## src/rtl/fpu_result_fifo_if.sv

```systemverilog
`default_nettype none
// ============================================================================
// Module      : fpu_result_fifo_if
// Description : Bundle of the FPU-side capture handshake and the host-side
//               read/status signals of fpu_result_fifo.
//               slave  : the FIFO (consumes FPU/host controls, drives status)
//               master : the environment driving the FIFO
// Ports       : fpu_doorbell_r_i, fpu_ready, fpu_output[31:0],
//               fpu_output_flags[3:0], fpu_interrupt_w, int_en, clr_ovf,
//               rd_en, rd_data[31:0], rd_flags[3:0], rd_tstamp[15:0],
//               empty, full, count[AW:0], overflow, irq
// Revision    : 1.0 - initial release
// ============================================================================
interface fpu_result_fifo_if #(
    parameter int AW = 3
);
    // FPU output register side
    logic          fpu_doorbell_r_i;
    logic          fpu_ready;
    logic [31:0]   fpu_output;
    logic [3:0]    fpu_output_flags;
    logic          fpu_interrupt_w;

    // Host side
    logic          int_en;
    logic          clr_ovf;
    logic          rd_en;
    logic [31:0]   rd_data;
    logic [3:0]    rd_flags;
    logic [15:0]   rd_tstamp;
    logic          empty;
    logic          full;
    logic [AW:0]   count;
    logic          overflow;
    logic          irq;

    modport slave (
        input  fpu_doorbell_r_i, fpu_ready, fpu_output, fpu_output_flags,
        input  int_en, clr_ovf, rd_en,
        output fpu_interrupt_w, rd_data, rd_flags, rd_tstamp,
        output empty, full, count, overflow, irq
    );

    modport master (
        output fpu_doorbell_r_i, fpu_ready, fpu_output, fpu_output_flags,
        output int_en, clr_ovf, rd_en,
        input  fpu_interrupt_w, rd_data, rd_flags, rd_tstamp,
        input  empty, full, count, overflow, irq
    );
endinterface
`default_nettype wire

```

## src/rtl/fpu_result_fifo.sv

```systemverilog
`default_nettype none
// ============================================================================
// Module      : fpu_result_fifo
// Description : Buffers {flags,result} pairs from the FPU output register so
//               host reads are decoupled from the FPU issue rate. A result is
//               snapshotted one cycle after the doorbell into a staging
//               register and pushed into the FIFO as soon as a slot is free;
//               fpu_interrupt_w holds the output register while a staged
//               result is waiting. A registered level interrupt asserts when
//               the fill level reaches IRQ_THRESH.
// Ports       : clk, reset (sync, active-high)
//               bus (fpu_result_fifo_if.slave): doorbell/result/flags in,
//               fpu_interrupt_w out, host rd_en/int_en/clr_ovf in,
//               show-ahead rd_data/rd_flags/rd_tstamp, empty/full/count,
//               overflow (sticky), irq
// Options     : FPU_RESULT_TIMESTAMP_EN - adds a 16-bit free-running cycle
//               counter sampled with each snapshot and stored per entry.
// Revision    : 1.0 - initial release
// ============================================================================
module fpu_result_fifo #(
    parameter int DEPTH      = 8,
    parameter int AW         = 3,
    parameter int IRQ_THRESH = 1
) (
    input  wire logic          clk,
    input  wire logic          reset,
    fpu_result_fifo_if.slave   bus
);

    localparam logic [AW:0] c_depth  = (AW+1)'(DEPTH);
    localparam logic [AW:0] c_thresh = (AW+1)'(IRQ_THRESH);

    typedef enum logic [0:0] {
        ST_IDLE = 1'b0,
        ST_PEND = 1'b1
    } state_t;

    state_t        r_state;
    state_t        w_state_next;

    logic          r_db_d;
    logic [31:0]   r_stage_data;
    logic [3:0]    r_stage_flags;

    logic [AW-1:0] r_wr_ptr;
    logic [AW-1:0] r_rd_ptr;
    logic [AW:0]   r_count;
    logic [AW:0]   w_count_next;
    logic          r_overflow;
    logic          r_irq;

    logic [31:0]   r_mem_data  [DEPTH];
    logic [3:0]    r_mem_flags [DEPTH];

    logic          w_empty;
    logic          w_full;
    logic          w_pop;
    logic          w_push;
    logic          w_ovf_set;

    // The output register's ready is not needed: capture is gated by the
    // staging state alone.
    logic          w_unused_ready;
    assign w_unused_ready = bus.fpu_ready;

    assign w_empty = (r_count == '0);
    assign w_full  = (r_count == c_depth);
    assign w_pop   = bus.rd_en && !w_empty;

    // ------------------------------------------------------------------------
    // Capture FSM: next state, push and overflow decisions
    // ------------------------------------------------------------------------
    always_comb begin
        w_state_next = r_state;
        w_push       = 1'b0;
        w_ovf_set    = 1'b0;
        case (r_state)
            ST_IDLE: begin
                if (r_db_d) begin
                    w_state_next = ST_PEND;
                end
            end
            ST_PEND: begin
                // A pop in the same cycle frees the slot even when full.
                w_push = !w_full || w_pop;
                if (r_db_d) begin
                    // New snapshot replaces staging; it is only lost data
                    // when the old entry could not be pushed out first.
                    w_state_next = ST_PEND;
                    w_ovf_set    = !w_push;
                end else if (w_push) begin
                    w_state_next = ST_IDLE;
                end
            end
            default: begin
                w_state_next = ST_IDLE;
            end
        endcase
    end

    always_comb begin
        case ({w_push, w_pop})
            2'b10:   w_count_next = r_count + 1'b1;
            2'b01:   w_count_next = r_count - 1'b1;
            default: w_count_next = r_count;
        endcase
    end

    // ------------------------------------------------------------------------
    // Control state
    // ------------------------------------------------------------------------
    always_ff @(posedge clk) begin
        if (reset) begin
            r_state       <= ST_IDLE;
            r_db_d        <= 1'b0;
            r_stage_data  <= '0;
            r_stage_flags <= '0;
            r_wr_ptr      <= '0;
            r_rd_ptr      <= '0;
            r_count       <= '0;
            r_overflow    <= 1'b0;
            r_irq         <= 1'b0;
        end else begin
            r_state <= w_state_next;
            r_db_d  <= bus.fpu_doorbell_r_i;
            if (r_db_d) begin
                r_stage_data  <= bus.fpu_output;
                r_stage_flags <= bus.fpu_output_flags;
            end
            if (w_push) begin
                r_wr_ptr <= r_wr_ptr + 1'b1;
            end
            if (w_pop) begin
                r_rd_ptr <= r_rd_ptr + 1'b1;
            end
            r_count <= w_count_next;
            // Set has priority over a simultaneous clear.
            if (w_ovf_set) begin
                r_overflow <= 1'b1;
            end else if (bus.clr_ovf) begin
                r_overflow <= 1'b0;
            end
            r_irq <= bus.int_en && (w_count_next >= c_thresh);
        end
    end

    // Storage array is intentionally not reset.
    always_ff @(posedge clk) begin
        if (w_push) begin
            r_mem_data[r_wr_ptr]  <= r_stage_data;
            r_mem_flags[r_wr_ptr] <= r_stage_flags;
        end
    end

`ifdef FPU_RESULT_TIMESTAMP_EN
    logic [15:0] r_cycle;
    logic [15:0] r_stage_ts;
    logic [15:0] r_mem_ts [DEPTH];

    always_ff @(posedge clk) begin
        if (reset) begin
            r_cycle    <= '0;
            r_stage_ts <= '0;
        end else begin
            r_cycle <= r_cycle + 1'b1;
            if (r_db_d) begin
                r_stage_ts <= r_cycle;
            end
        end
    end

    always_ff @(posedge clk) begin
        if (w_push) begin
            r_mem_ts[r_wr_ptr] <= r_stage_ts;
        end
    end

    assign bus.rd_tstamp = w_empty ? 16'h0000 : r_mem_ts[r_rd_ptr];
`else
    assign bus.rd_tstamp = 16'h0000;
`endif

    // ------------------------------------------------------------------------
    // Outputs
    // ------------------------------------------------------------------------
    assign bus.rd_data         = w_empty ? 32'h0 : r_mem_data[r_rd_ptr];
    assign bus.rd_flags        = w_empty ? 4'h0  : r_mem_flags[r_rd_ptr];
    assign bus.empty           = w_empty;
    assign bus.full            = w_full;
    assign bus.count           = r_count;
    assign bus.overflow        = r_overflow;
    assign bus.irq             = r_irq;
    assign bus.fpu_interrupt_w = (r_state == ST_PEND);

endmodule
`default_nettype wire

```

## src/flat_wrapper.sv

```systemverilog
// flat-port wrapper written by rule: the top's interface ports become plain ports
module fpu_result_fifo_flat 
#(
    parameter int DEPTH      = 8,
    parameter int AW         = 3,
    parameter int IRQ_THRESH = 1
)
  (clk, reset, bus_fpu_doorbell_r_i, bus_fpu_ready, bus_fpu_output, bus_fpu_output_flags, bus_int_en, bus_clr_ovf, bus_rd_en, bus_fpu_interrupt_w, bus_rd_data, bus_rd_flags, bus_rd_tstamp, bus_empty, bus_full, bus_count, bus_overflow, bus_irq);
  fpu_result_fifo_if #(.AW(AW)) bus_i ();
  input  wire logic clk;
  input  wire logic reset;
  input wire logic [$bits(bus_i.fpu_doorbell_r_i)-1:0] bus_fpu_doorbell_r_i;
  input wire logic [$bits(bus_i.fpu_ready)-1:0] bus_fpu_ready;
  input wire logic [$bits(bus_i.fpu_output)-1:0] bus_fpu_output;
  input wire logic [$bits(bus_i.fpu_output_flags)-1:0] bus_fpu_output_flags;
  input wire logic [$bits(bus_i.int_en)-1:0] bus_int_en;
  input wire logic [$bits(bus_i.clr_ovf)-1:0] bus_clr_ovf;
  input wire logic [$bits(bus_i.rd_en)-1:0] bus_rd_en;
  output wire logic [$bits(bus_i.fpu_interrupt_w)-1:0] bus_fpu_interrupt_w;
  output wire logic [$bits(bus_i.rd_data)-1:0] bus_rd_data;
  output wire logic [$bits(bus_i.rd_flags)-1:0] bus_rd_flags;
  output wire logic [$bits(bus_i.rd_tstamp)-1:0] bus_rd_tstamp;
  output wire logic [$bits(bus_i.empty)-1:0] bus_empty;
  output wire logic [$bits(bus_i.full)-1:0] bus_full;
  output wire logic [$bits(bus_i.count)-1:0] bus_count;
  output wire logic [$bits(bus_i.overflow)-1:0] bus_overflow;
  output wire logic [$bits(bus_i.irq)-1:0] bus_irq;
  assign bus_i.fpu_doorbell_r_i = bus_fpu_doorbell_r_i;
  assign bus_i.fpu_ready = bus_fpu_ready;
  assign bus_i.fpu_output = bus_fpu_output;
  assign bus_i.fpu_output_flags = bus_fpu_output_flags;
  assign bus_i.int_en = bus_int_en;
  assign bus_i.clr_ovf = bus_clr_ovf;
  assign bus_i.rd_en = bus_rd_en;
  assign bus_fpu_interrupt_w = bus_i.fpu_interrupt_w;
  assign bus_rd_data = bus_i.rd_data;
  assign bus_rd_flags = bus_i.rd_flags;
  assign bus_rd_tstamp = bus_i.rd_tstamp;
  assign bus_empty = bus_i.empty;
  assign bus_full = bus_i.full;
  assign bus_count = bus_i.count;
  assign bus_overflow = bus_i.overflow;
  assign bus_irq = bus_i.irq;
  fpu_result_fifo #(.DEPTH(DEPTH), .AW(AW), .IRQ_THRESH(IRQ_THRESH)) u_core (.clk(clk), .reset(reset), .bus(bus_i));
endmodule
```

## config.mk

```make
export PLATFORM = sky130hd
export DESIGN_NAME = fpu_result_fifo_flat
export DESIGN_NICKNAME = d
export VERILOG_FILES = /design/src/rtl/fpu_result_fifo_if.sv /design/src/rtl/fpu_result_fifo.sv /design/src/flat_wrapper.sv
export SDC_FILE = /design/constraint.sdc
export NUM_CORES = 1
export LEC_CHECK = 0
export ABC_AREA = 1
export BUFFER_PORTS_ARGS = -buffer_cell sky130_fd_sc_hd__buf_2
export CORE_MARGIN = 5
export CORE_UTILIZATION = 32
export CTS_CLUSTER_DIAMETER = 50
export DETAILED_ROUTE_END_ITERATION = 7
export PLACE_DENSITY = 0.48
export RECOVER_POWER = 100
export SLEW_MARGIN = 20
export SYNTH_ARGS = -nofsm -noshare
export SYNTH_HDL_FRONTEND = slang
export SYNTH_SLANG_ARGS = --single-unit
```

## constraint.sdc

```tcl
create_clock -name clk -period 6.69 [get_ports clk]
set_input_delay 1.338 -clock clk [delete_from_list [all_inputs] [get_ports clk]]
set_output_delay 1.338 -clock clk [all_outputs]
set_load 0.05 [all_outputs]
```

## After elaboration in Yosys (flattened, before gate mapping)

Memories as Yosys holds them, arrays and structs flattened. A register that Yosys moved wholly into a read port is not among the register bits.
Cells that the tools add are included.

- Register bits: 50
- Bits in writable memories: 288
- Bits of input ports: 43
- Output and inout bits: 61
- Memories kept: 2

- Add/sub/neg operators: 4
- Order comparisons: 1
- Equal/unequal tests: 3
- Multiplexer cells: 18
- Bitwise operators: 1
- Reductions and logical operators: 8

Memory list:

| name | depth | width | rd ports | clocked after memory_dff | wr ports | RTL line | text |
|---|---|---|---|---|---|---|---|
| u_core.r_mem_data | 8 | 32 | 1 | 1 | 1 | fpu_result_fifo.sv:52 | `logic [31:0] r_mem_data [DEPTH];` |
| u_core.r_mem_flags | 8 | 4 | 1 | 1 | 1 | fpu_result_fifo.sv:53 | `logic [3:0] r_mem_flags [DEPTH];` |

Operators by type and width:

| cell | count |
|---|---|
| $mux W32 | 1 |
| $mux W3 | 4 |
| $mux W1 | 10 |
| $pmux W4 S2 | 1 |
| $add A3 B1 Y3 const B | 2 |
| $add A4 B1 Y4 const B | 1 |
| $eq A4 B4 Y1 const B | 1 |
| $ge A4 B1 Y1 const B | 1 |
| $logic_not A4 Y1 | 1 |
| $mux W4 | 1 |
| $sub A4 B1 Y4 const B | 1 |
| $logic_not A1 Y1 | 3 |
| $eq A2 B1 Y1 const B | 1 |
| $eq A2 B2 Y1 const B | 1 |
| $logic_and A1 B1 Y1 | 2 |
| $pmux W1 S2 | 1 |
| $reduce_bool A2 Y1 | 1 |
| $logic_or A1 B1 Y1 | 1 |
| $not A1 Y1 | 1 |

## Logic depth before layout (Yosys ltp)

- Depth in word-level cells: 9
- Depth in mapped cells: 16
- Depth with buffers taken out: 16

## Least setup slack after synthesis

Ideal clock, no wire load.

- Path type: in2reg
- From: input port bus_rd_en
- To: memory u_core.r_mem_data[1][0], enable pin
- Library setup time: 0.429 ns
- Data arrival time: 3.244 ns
- Required time: 6.261 ns
- Slack: 3.017 ns
- Stages: 6
- Buffers on the path: 0
- Cells stage by stage: nor2_1 inv_1 nand2_1 nor2_1 inv_1 nor2_1

- Word-level cells in the longest chain between the ends: 5

RTL lines:

| what | RTL line | text |
|---|---|---|
| from (decl) | flat_wrapper.sv:18 | `input wire logic [$bits(bus_i.rd_en)-1:0] bus_rd_en;` |
| $logic_and A1 B1 Y1 | fpu_result_fifo.sv:68 | `assign w_pop = bus.rd_en && !w_empty;` |
| $logic_or A1 B1 Y1 | fpu_result_fifo.sv:85 | `w_push = !w_full \|\| w_pop;` |
| $mux W1 | fpu_result_fifo.sv:77 | `case (r_state)` |
| $mux W1 | fpu_result_fifo.sv:149 | `if (w_push) begin` |
| $mux W1 (implied by the code) | fpu_result_fifo.sv:150 | `r_mem_data[r_wr_ptr] <= r_stage_data;` |
| to (decl) | fpu_result_fifo.sv:52 |  |

Every way passes these cells.

## Worst setup path after layout

- From: register u_core.r_count[1], in the netlist u_core.bus.count[1]
- To: output port bus_rd_data[6]

- Word-level cells in the longest chain between the ends: 2

RTL lines:

| what | RTL line | text |
|---|---|---|
| from (decl) | fpu_result_fifo.sv:47 | `logic [AW:0] r_count;` |
| from (signal assigned) | fpu_result_fifo.sv:136 | `r_count <= w_count_next;` |
| $logic_not A4 Y1 | fpu_result_fifo.sv:66 | `assign w_empty = (r_count == '0);` |
| $mux W32 | fpu_result_fifo.sv:186 | `assign bus.rd_data = w_empty ? 32'h0 : r_mem_data[r_rd_ptr];` |
| to (decl) | flat_wrapper.sv:20 | `output wire logic [$bits(bus_i.rd_data)-1:0] bus_rd_data;` |

Every way passes these cells.

==> run metrics <==
status finished, violations left; failing checks capacitance limit, slew limit; Fin Setup TNS 0 ns; Worst EP arrival 4.10 ns; Synth top area share 64.5%; layout net count 1232; distinct cell type count after synthesis 25; Hold Path Class reg -> reg; Post-synth EDFFs 288; synth top area cells edfxtp_1 (65%), nor2_1 (11%), dfxtp_1 (7.9%), o32ai_1 (4.7%), o21ai_0 (4.0%); Pleak 0.00534 uW; post-route cell area 15500 sq um; CP Launch Type flip-flop; async set-reset flop share out of synthesis 0%; clk sinks 341; Core Region 41700 sq um; Main synth FF type edfxtp_1; vias per inst 4.79; Resized Gates After CTS 0; die area 46100 sq um; Row Count 75; mux contribution to synthesized area 0%; area growth from synthesis to layout 15.3%; Worst Hold Margin 0.471 ns; initial antenna violation count 1; DRC violations left 0; Starting DRT DRC Count 430; post-route ant nets 0; IO buf count 86; Hold Buf Count CTS 0; GR Util All Layers 13.9%; first-pass GRT wire length 50100 microns; DR pass1 iterations 4; register area 9720 sq um; largest net degree at the start of global routing 96; Synth area leader edfxtp_1; Worst EP required 5.35 ns; Via Count 8397; Placer Congestion 0.720; area of the multi-input gates 3180 sq um; die width 215 microns; FF-to-FF setup slack 2.15 ns; RSZ-0062 raised after global routing no; Synth Area in Simple Gates 12.0%; die height 215 microns; WHS Path Cells 2; number of global-route vias before repair 8322; Setup Skew 0.0113 ns; number of diodes 0; Mapped Cells 1110; yosys warns 0; CTS clock-pin slew for the worst setup and hold paths 0.06 ns; final WL 32700 microns; post-place instance area 14300 sq um; MaxCap Viol Count 11; register area share after synthesis 72.4%; Slew headroom -101%; Synth Area per Inst 12.1 sq um; grt total ovfl 0; worst-margin pin slew 3.01 ns; Adder-Cell Fraction of Synth Area 0.523%; proportion of layout cells with a drive suffix above 1 9.48%; Min-Delay Startpoint u_core.bus.overflow; count of final setup violators 0; worst hold endpoint u_core.bus.overflow; CTS Buffer Depth 3; max-slew violations 328; Initial Utilization 32.2%; Fmax 0.184 GHz; H-tree depth 2; Seq cells post-synth 341; compound-cell area share of the yosys netlist 10.5%; clk root buf clkbuf_16; Worst VDD drop 0.322 mV; combinational family with the most area after synthesis simple AND/OR/NAND/NOR gates; reg-to-reg critical path startpoint u_core.bus.count[1]; Cell Pwr Density 436 nW/um^2; cts bufs inserted 40; final hold vios 0; Worst Path Max Fanout 39; R2R depth 16; synthesized area 13400 sq um; CP Class reg -> out; DR WL/cell 18.7 microns; critical path endpoint category output pin; XOR/XNOR Fraction of Synth Area 0.0654%; fin crit period 5.44 ns; fill count 4109; hpwl dp 16400 microns; CTS tree built; Post-CTS Setup Repair Bufs 0; worst skew pair latency 0.51 ns; Ports 104; final worst path period share 81.3%; RR Endpoint u_core.bus.irq
-- where the power goes --
| group | leakage (uW) | total, uW | internal, uW | switching [uW] |
|---|---|---|---|---|
| registers | 0.00309 | 2530 | 2370 | 160 |
| logic | 0.00161 | 2030 | 488 | 1550 |
| clock network | 0.000638 | 2170 | 1360 | 811 |
-- per-layer routing --
metal	track usage, %	part of all wire, %	wire, microns
met3	2.60	4.3	1410
met1	19.9	49	15900
met4	2.96	1.6	508
met2	22.3	46	14900
met5	0	0.061	20
-- kinds of logic after synthesis --
logic type,Yosys count
XOR/XNOR,1
buffers and inverters,111
other,1
adder cells (fa/ha/maj),5
AND/OR/NAND/NOR,423
AO/OA/AOI/OAI,228
flip-flops,341
-- worst max-delay path, stage by stage (launching register included) --
cell,delay [ns]
dfxtp_1,0.40
nor2_1,0.08
nand2_1,0.06
clkbuf_1,1.86
o21ai_0,0.40
nor2_1,0.27
clkbuf_1,0.50
-- synth_stat cells (2+ instances only) --
cell,count
a21oi_1,7
clkbuf_1,33
inv_1,21
nand3_1,7
nor2_1,384
buf_6,8
nand2_1,30
ha_1,4
buf_2,20
o21ai_0,106
o32ai_1,72
buf_1,5
edfxtp_1,288
inv_2,2
dfxtp_1,53
buf_4,19
nand3_2,2
o21ai_1,42
-- worst max-delay path by stage --
stage	slack (ns)	cells after the start	end	start
2_1_floorplan	3.02	6	u_core.r_mem_data[1][0]	bus_rd_en
3_3_place_gp	2.38	7	bus_rd_data[19]	flip-flop
3_5_place_dp	2.39	7	bus_rd_data[19]	flip-flop
4_1_cts	1.84	7	bus_rd_data[19]	flip-flop
5_1_grt	0.93	6	bus_rd_data[6]	u_core.bus.count[1]
6_report	1.25	6	bus_rd_data[6]	u_core.bus.count[1]
-- metrics by stage --
step                instances  worst slack, ns  util (%)  total power (uW)
floorplan                1125             3.02         -              4160
global placement         1681             2.38      34.2              4680
detailed placement       1681             2.39      34.2              4680
CTS                      1752             1.84      37.4              6860
global route             1752            0.930      37.1              7100
finish                   1752             1.25      37.1              6730
-- area by class of cell --
type | count | area share [%]
sequential | 341 | 62.9
inverter | 25 | 0.623
multi-input combinational | 673 | 20.6
timing repair buffer | 103 | 3.03
clock buffer | 58 | 7.24
clock inverter | 13 | 1.30
tap | 539 | 4.36
-- registers in the layout, indices dropped and copies added, names as in the netlist, named ones only --
signal / flops
u_core.r_mem_flags: 32
u_core.r_db_d: 1
u_core.bus.irq: 1
u_core.r_rd_ptr: 3
u_core.r_stage_flags: 4
u_core.bus.overflow: 1
u_core.bus.count: 4
u_core.r_stage_data: 32
u_core.r_mem_data: 256
u_core.bus.fpu_interrupt_w: 1
u_core.r_wr_ptr: 3
-- cells in the final DEF, fill, tap and decap left out, types with 3 or more instances in the layout --
cell type	n
nor2_1	381
edfxtp_1	288
o21ai_0	112
o32ai_1	72
clkbuf_1	66
dfxtp_1	50
buf_2	44
clkbuf_16	41
o21ai_1	36
nand2_1	30
inv_1	22
conb_1	16
nand3_1	8
a21oi_1	7
buf_4	7
bufinv_16	5
ha_1	4
nor2_4	3
clkinv_1	3
clkbuf_8	3
(Power assumes the default switching activity.)
